[src/rtl/pc_branch_unit.sv]
// Fetch-control stage: program counter, latched ALU flags, branch resolution
// and the start/halt/done run handshake.
module pc_branch_unit #(
  parameter int PC_W  = 10,
  parameter int OFF_W = 8,
  parameter int CNT_W = 16
) (
  input  logic             CLK,
  input  logic             Reset,
  input  logic             start,
  input  logic             halt,
  input  logic [3:0]       op,
  input  logic             flag_we,
  input  logic             co_in,
  input  logic             z_in,
  input  logic             neg_in,
  input  logic [OFF_W-1:0] target,
  output logic [PC_W-1:0]  pc,
  output logic             ci_out,
  output logic             z_flag,
  output logic             n_flag,
  output logic             br_taken,
  output logic             busy,
  output logic             done,
  output logic [CNT_W-1:0] cycle_cnt
);

  localparam logic [3:0] kCLR = 4'h1;
  localparam logic [3:0] kJMP = 4'hC;
  localparam logic [3:0] kBRZ = 4'hD;
  localparam logic [3:0] kBRN = 4'hE;

  typedef enum logic [1:0] {IDLE, RUN, HALTED} state_t;

  state_t           state_q, state_d;
  logic [PC_W-1:0]  pc_q, pc_d;
  logic             carry_q, carry_d;
  logic             zero_q, zero_d;
  logic             neg_q, neg_d;
  logic             brTaken_q, brTaken_d;
  logic [CNT_W-1:0] cycleCnt_q, cycleCnt_d;

  logic [PC_W-1:0]  relTarget;
  logic [PC_W-1:0]  absTarget;

  // Relative branches sign-extend the offset; jumps zero-extend it.
  assign relTarget = pc_q + PC_W'($signed(target));
  assign absTarget = PC_W'(target);

  always_comb begin
    state_d    = state_q;
    pc_d       = pc_q;
    carry_d    = carry_q;
    zero_d     = zero_q;
    neg_d      = neg_q;
    brTaken_d  = 1'b0;
    cycleCnt_d = cycleCnt_q;

    case (state_q)
      IDLE: begin
        if (start) begin
          state_d    = RUN;
          pc_d       = '0;
          carry_d    = 1'b0;
          zero_d     = 1'b0;
          neg_d      = 1'b0;
          cycleCnt_d = '0;
        end
      end

      RUN: begin
        if (halt) begin
          state_d = HALTED;
        end else begin
          if (cycleCnt_q != '1) begin
            cycleCnt_d = cycleCnt_q + 1'b1;
          end

          // Branch decisions look at the flags latched before this edge.
          if (op == kJMP) begin
            pc_d      = absTarget;
            brTaken_d = 1'b1;
          end else if ((op == kBRZ && zero_q) || (op == kBRN && neg_q)) begin
            pc_d      = relTarget;
            brTaken_d = 1'b1;
          end else begin
            pc_d = pc_q + 1'b1;
          end

          if (op == kCLR) begin
            carry_d = 1'b0;
            zero_d  = 1'b0;
            neg_d   = 1'b0;
          end else if (flag_we) begin
            carry_d = co_in;
            zero_d  = z_in;
            neg_d   = neg_in;
          end
        end
      end

      HALTED: begin
        state_d = IDLE;
      end

      default: begin
        state_d = IDLE;
      end
    endcase
  end

  always_ff @(posedge CLK) begin
    if (Reset) begin
      state_q    <= IDLE;
      pc_q       <= '0;
      carry_q    <= 1'b0;
      zero_q     <= 1'b0;
      neg_q      <= 1'b0;
      brTaken_q  <= 1'b0;
      cycleCnt_q <= '0;
    end else begin
      state_q    <= state_d;
      pc_q       <= pc_d;
      carry_q    <= carry_d;
      zero_q     <= zero_d;
      neg_q      <= neg_d;
      brTaken_q  <= brTaken_d;
      cycleCnt_q <= cycleCnt_d;
    end
  end

  assign pc        = pc_q;
  assign ci_out    = carry_q;
  assign z_flag    = zero_q;
  assign n_flag    = neg_q;
  assign br_taken  = brTaken_q;
  assign busy      = (state_q == RUN);
  assign done      = (state_q == HALTED);
  assign cycle_cnt = cycleCnt_q;

endmodule

[config.mk]
export PLATFORM = sky130hd
export DESIGN_NAME = pc_branch_unit
export DESIGN_NICKNAME = d
export VERILOG_FILES = /design/src/rtl/pc_branch_unit.sv
export SDC_FILE = /design/constraint.sdc
export NUM_CORES = 1
export LEC_CHECK = 0
export CELL_PAD_IN_SITES_DETAIL_PLACEMENT = 1
export CELL_PAD_IN_SITES_GLOBAL_PLACEMENT = 2
export CORE_MARGIN = 10
export CORE_UTILIZATION = 30
export CTS_BUF_LIST = sky130_fd_sc_hd__clkbuf_16
export DETAILED_ROUTE_END_ITERATION = 8
export GPL_ROUTABILITY_DRIVEN = 0
export PLACE_DENSITY_LB_ADDON = 0.08
export SYNTH_ARGS = -nofsm -noshare
export SYNTH_HDL_FRONTEND = slang
export SYNTH_SLANG_ARGS = --single-unit
[constraint.sdc]
create_clock -name CLK -period 8.2 [get_ports CLK]
set_clock_uncertainty 0.1 [all_clocks]
set_input_delay 2.05 -clock CLK [delete_from_list [all_inputs] [get_ports CLK]]
set_output_delay 2.05 -clock CLK [all_outputs]
set_load 0.005 [all_outputs]
==> metrics.txt <==
P&R area growth vs syn=36.9%; synthesized instance count=228; relative slew slack=0.263; final antenna-violating net count=0; CP Data Arrival Time=approximately 4.9 ns; fillcell total=between 700 and 800; IO Count=52; Worst setup EP type=register; synthesized area=between 1500 and 2000 µm²; # diodes=0; flops & latches, synth=32; post-synth top area share=0.327; Port Buffers=around 50; post-CTS sizing=0; hold crit path type=reg -> reg; Worst setup SP type=input pin; Rows=29; Tcrit/Tclk final=0.585; fin nets=312; most frequent cells in the layout=clkdlybuf4s50_1, dfxtp_1, nor2_1, nand2_1, xor2_1; status=complete, no violations; Finished Cell Area=approximately 2700 µm²; CTS Hold Bufs=0; syn nets=259; number of global-route vias before repair=~2,000; clk_lat worst skew=0.27 ns; total wire length=5780 µm; TNS Setup=0 ns; post-route minimum period=about 4.8 ns; grt ovf=0; Worst Tran Pin Value=approximately 1.1 ns; Synth async-reset ratio=0; sequential element share of the synthesized area=0.327; M1 WL=roughly 2500 µm; met2 wire length=about 2900 µm; Core Box Area=between 6000 and 7000 µm²; crit path capture=pc[6]; Power Density=138 nW/µm²; WS Path Type=in -> reg; via count=1,815; H-tree level count=2; Setup Fix Bufs, Post-CTS=0; CTS Buffer Depth=2; fin. max-slew vios=0; Die Height=between 100 and 150 µm; Area contributors post-synth=dfxtp_1, ha_1, xor2_1, nor2_1, nand2_1; Reg-to-Reg Start=z_flag; most common cell after layout, fill and taps aside=clkdlybuf4s50_1; layout cells sized above 1=0.0676; DRT Pass-1 Iters=3; Routed met3 length=between 300 and 400 µm; VDD IR max=~0.072 mV; post-DR vias/cell=around 5.1; cell taking the most area after synthesis=dfxtp_1; endpoints failing setup=0; max-cap viol count=0; CTS sink cnt=32; drt wl/cell=between 15 and 20 µm; Initial Utilization=0.308; die width=roughly 100 µm; initial antenna violation count=0; first-pass GRT wire length=about 10,000 µm; CTS tree=yes; pin count of the biggest net entering global routing=17; Setup WS pre-CTS=between 3 and 4 ns; unrepaired setup endpoints after global routing=no; final worst slack=around 3.4 ns; library cells used by synthesis=50; Worst-path clk slew=roughly 0.05 ns; main flop type after synthesis=dfxtp_1; Post-Syn Area per Cell=around 8.6 µm²; P_leak=approximately 1.0 nW; Remaining DRCs=0; DIE AREA=10,200 µm²; Total Routing Usage GR=0.119; Highest Signal Layer=met4; Reg2Reg Depth=11; worst r2r dst=pc[6]; CTS buffer count=5; worst setup path startpoint=op[1]; number of synthesized flops with an enable pin=0; worst reg-to-reg setup slack=between 5 and 6 ns; Root Driver=clkbuf_16; CP Max Fanout=9; CP Data Required Time=8.28 ns; initial DRC count=39; DP Wirelength=approximately 4600 µm; placed inst area=2550 µm²; FMAX=208 MHz; Syn. warnings=0; final hold vios=0
cells in the mapped netlist, drive strengths merged, types with 2 or more instances:
cell and n:
a211oi 2, a21o 4, a21oi 11, a22oi 9
a31oi 4, a32oi 2, and2 9, and3 7
and4 2, buf 3, clkbuf 3, dfxtp 32
ha 10, inv 5, nand2 22, nand2b 4
nand3 8, nand3b 3, nand4 5, nor2 27
nor2b 3, nor3 5, nor4b 2, o21ai 9
o21bai 4, xnor2 5, xor2 14
metal layers:
metal,vias to the layer above,track usage
met5,-,0
met4,0,0.0326
met3,5,0.0350
met2,28,0.211
met1,855,0.135
li1,927,-
power by group:
part | switching (mW) | internal, mW | total (mW)
combinational | 0.0183 | 0.0161 | 0.0344
clock | 0.0670 | 0.109 | 0.176
sequential | 0.00168 | 0.157 | 0.159
total | 0.0870 | 0.282 | 0.369
registers in the layout, summed over array words and instances, names as in the netlist:
register,cells
pc,10
br_taken,1
z_flag,1
cycle_cnt,16
ci_out,1
state_q,2
n_flag,1
metrics by stage:
stage | hold slack [ns] | instances | util | total power, mW
floorplan | 0.373 | 228 | - | 0.178
global placement | 0.390 | 351 | 0.401 | 0.197
detailed placement | 0.390 | 351 | 0.401 | 0.197
CTS | 0.395 | 358 | 0.422 | 0.376
global route | 0.425 | 358 | 0.422 | 0.387
finish | 0.388 | 358 | 0.422 | 0.369
logic make-up (layout without fill, tap and decap cells):
| group | count (synthesis) | in the layout | synth area share |
|---|---|---|---|
| buf+inv | 11 | 64 | 0.0230 |
| simple gates | 101 | 101 | 0.291 |
| mux | 1 | 1 | 0.00511 |
| fa+ha+maj | 11 | 11 | 0.0741 |
| xor+xnor | 19 | 19 | 0.0850 |
| compound gates | 53 | 53 | 0.194 |
| flops | 32 | 32 | 0.327 |
critical path: stages:
cell and delay (ns):
clkdlybuf4s50_1 0.52, nand3b_4 0.21, a21oi_4 0.28, nand2b_1 0.09, ha_1 0.22, fa_1 0.42, a21o_1 0.19, a21oi_1 0.31
nor2_1 0.09, mux2i_1 0.13, a31o_2 0.20, a211oi_1 0.17
worst min path at each step:
stage | startpoint | to | slack (ns) | cells after the start
finish | pc[8] | pc[8] | 0.39 | 2
global route | pc[8] | pc[8] | 0.43 | 2
CTS | pc[8] | pc[8] | 0.40 | 2
detailed placement | pc[8] | pc[8] | 0.39 | 2
global placement | pc[8] | pc[8] | 0.39 | 2
floorplan | pc[8] | pc[8] | 0.37 | 2
layout make-up:
type / instances / area, µm² / area share
Clock buffer: 5 / 125 / 0.0467
Clock inverter: 2 / 8.76 / 0.00327
Inverter: 5 / 18.8 / 0.00700
Multi-Input combinational cell: 185 / 1270 / 0.475
Sequential cell: 32 / 641 / 0.239
Tap cell: 77 / 96.3 / 0.0359
Timing Repair Buffer: 52 / 518 / 0.193
No activity file was read; power rests on OpenSTA's default activity.
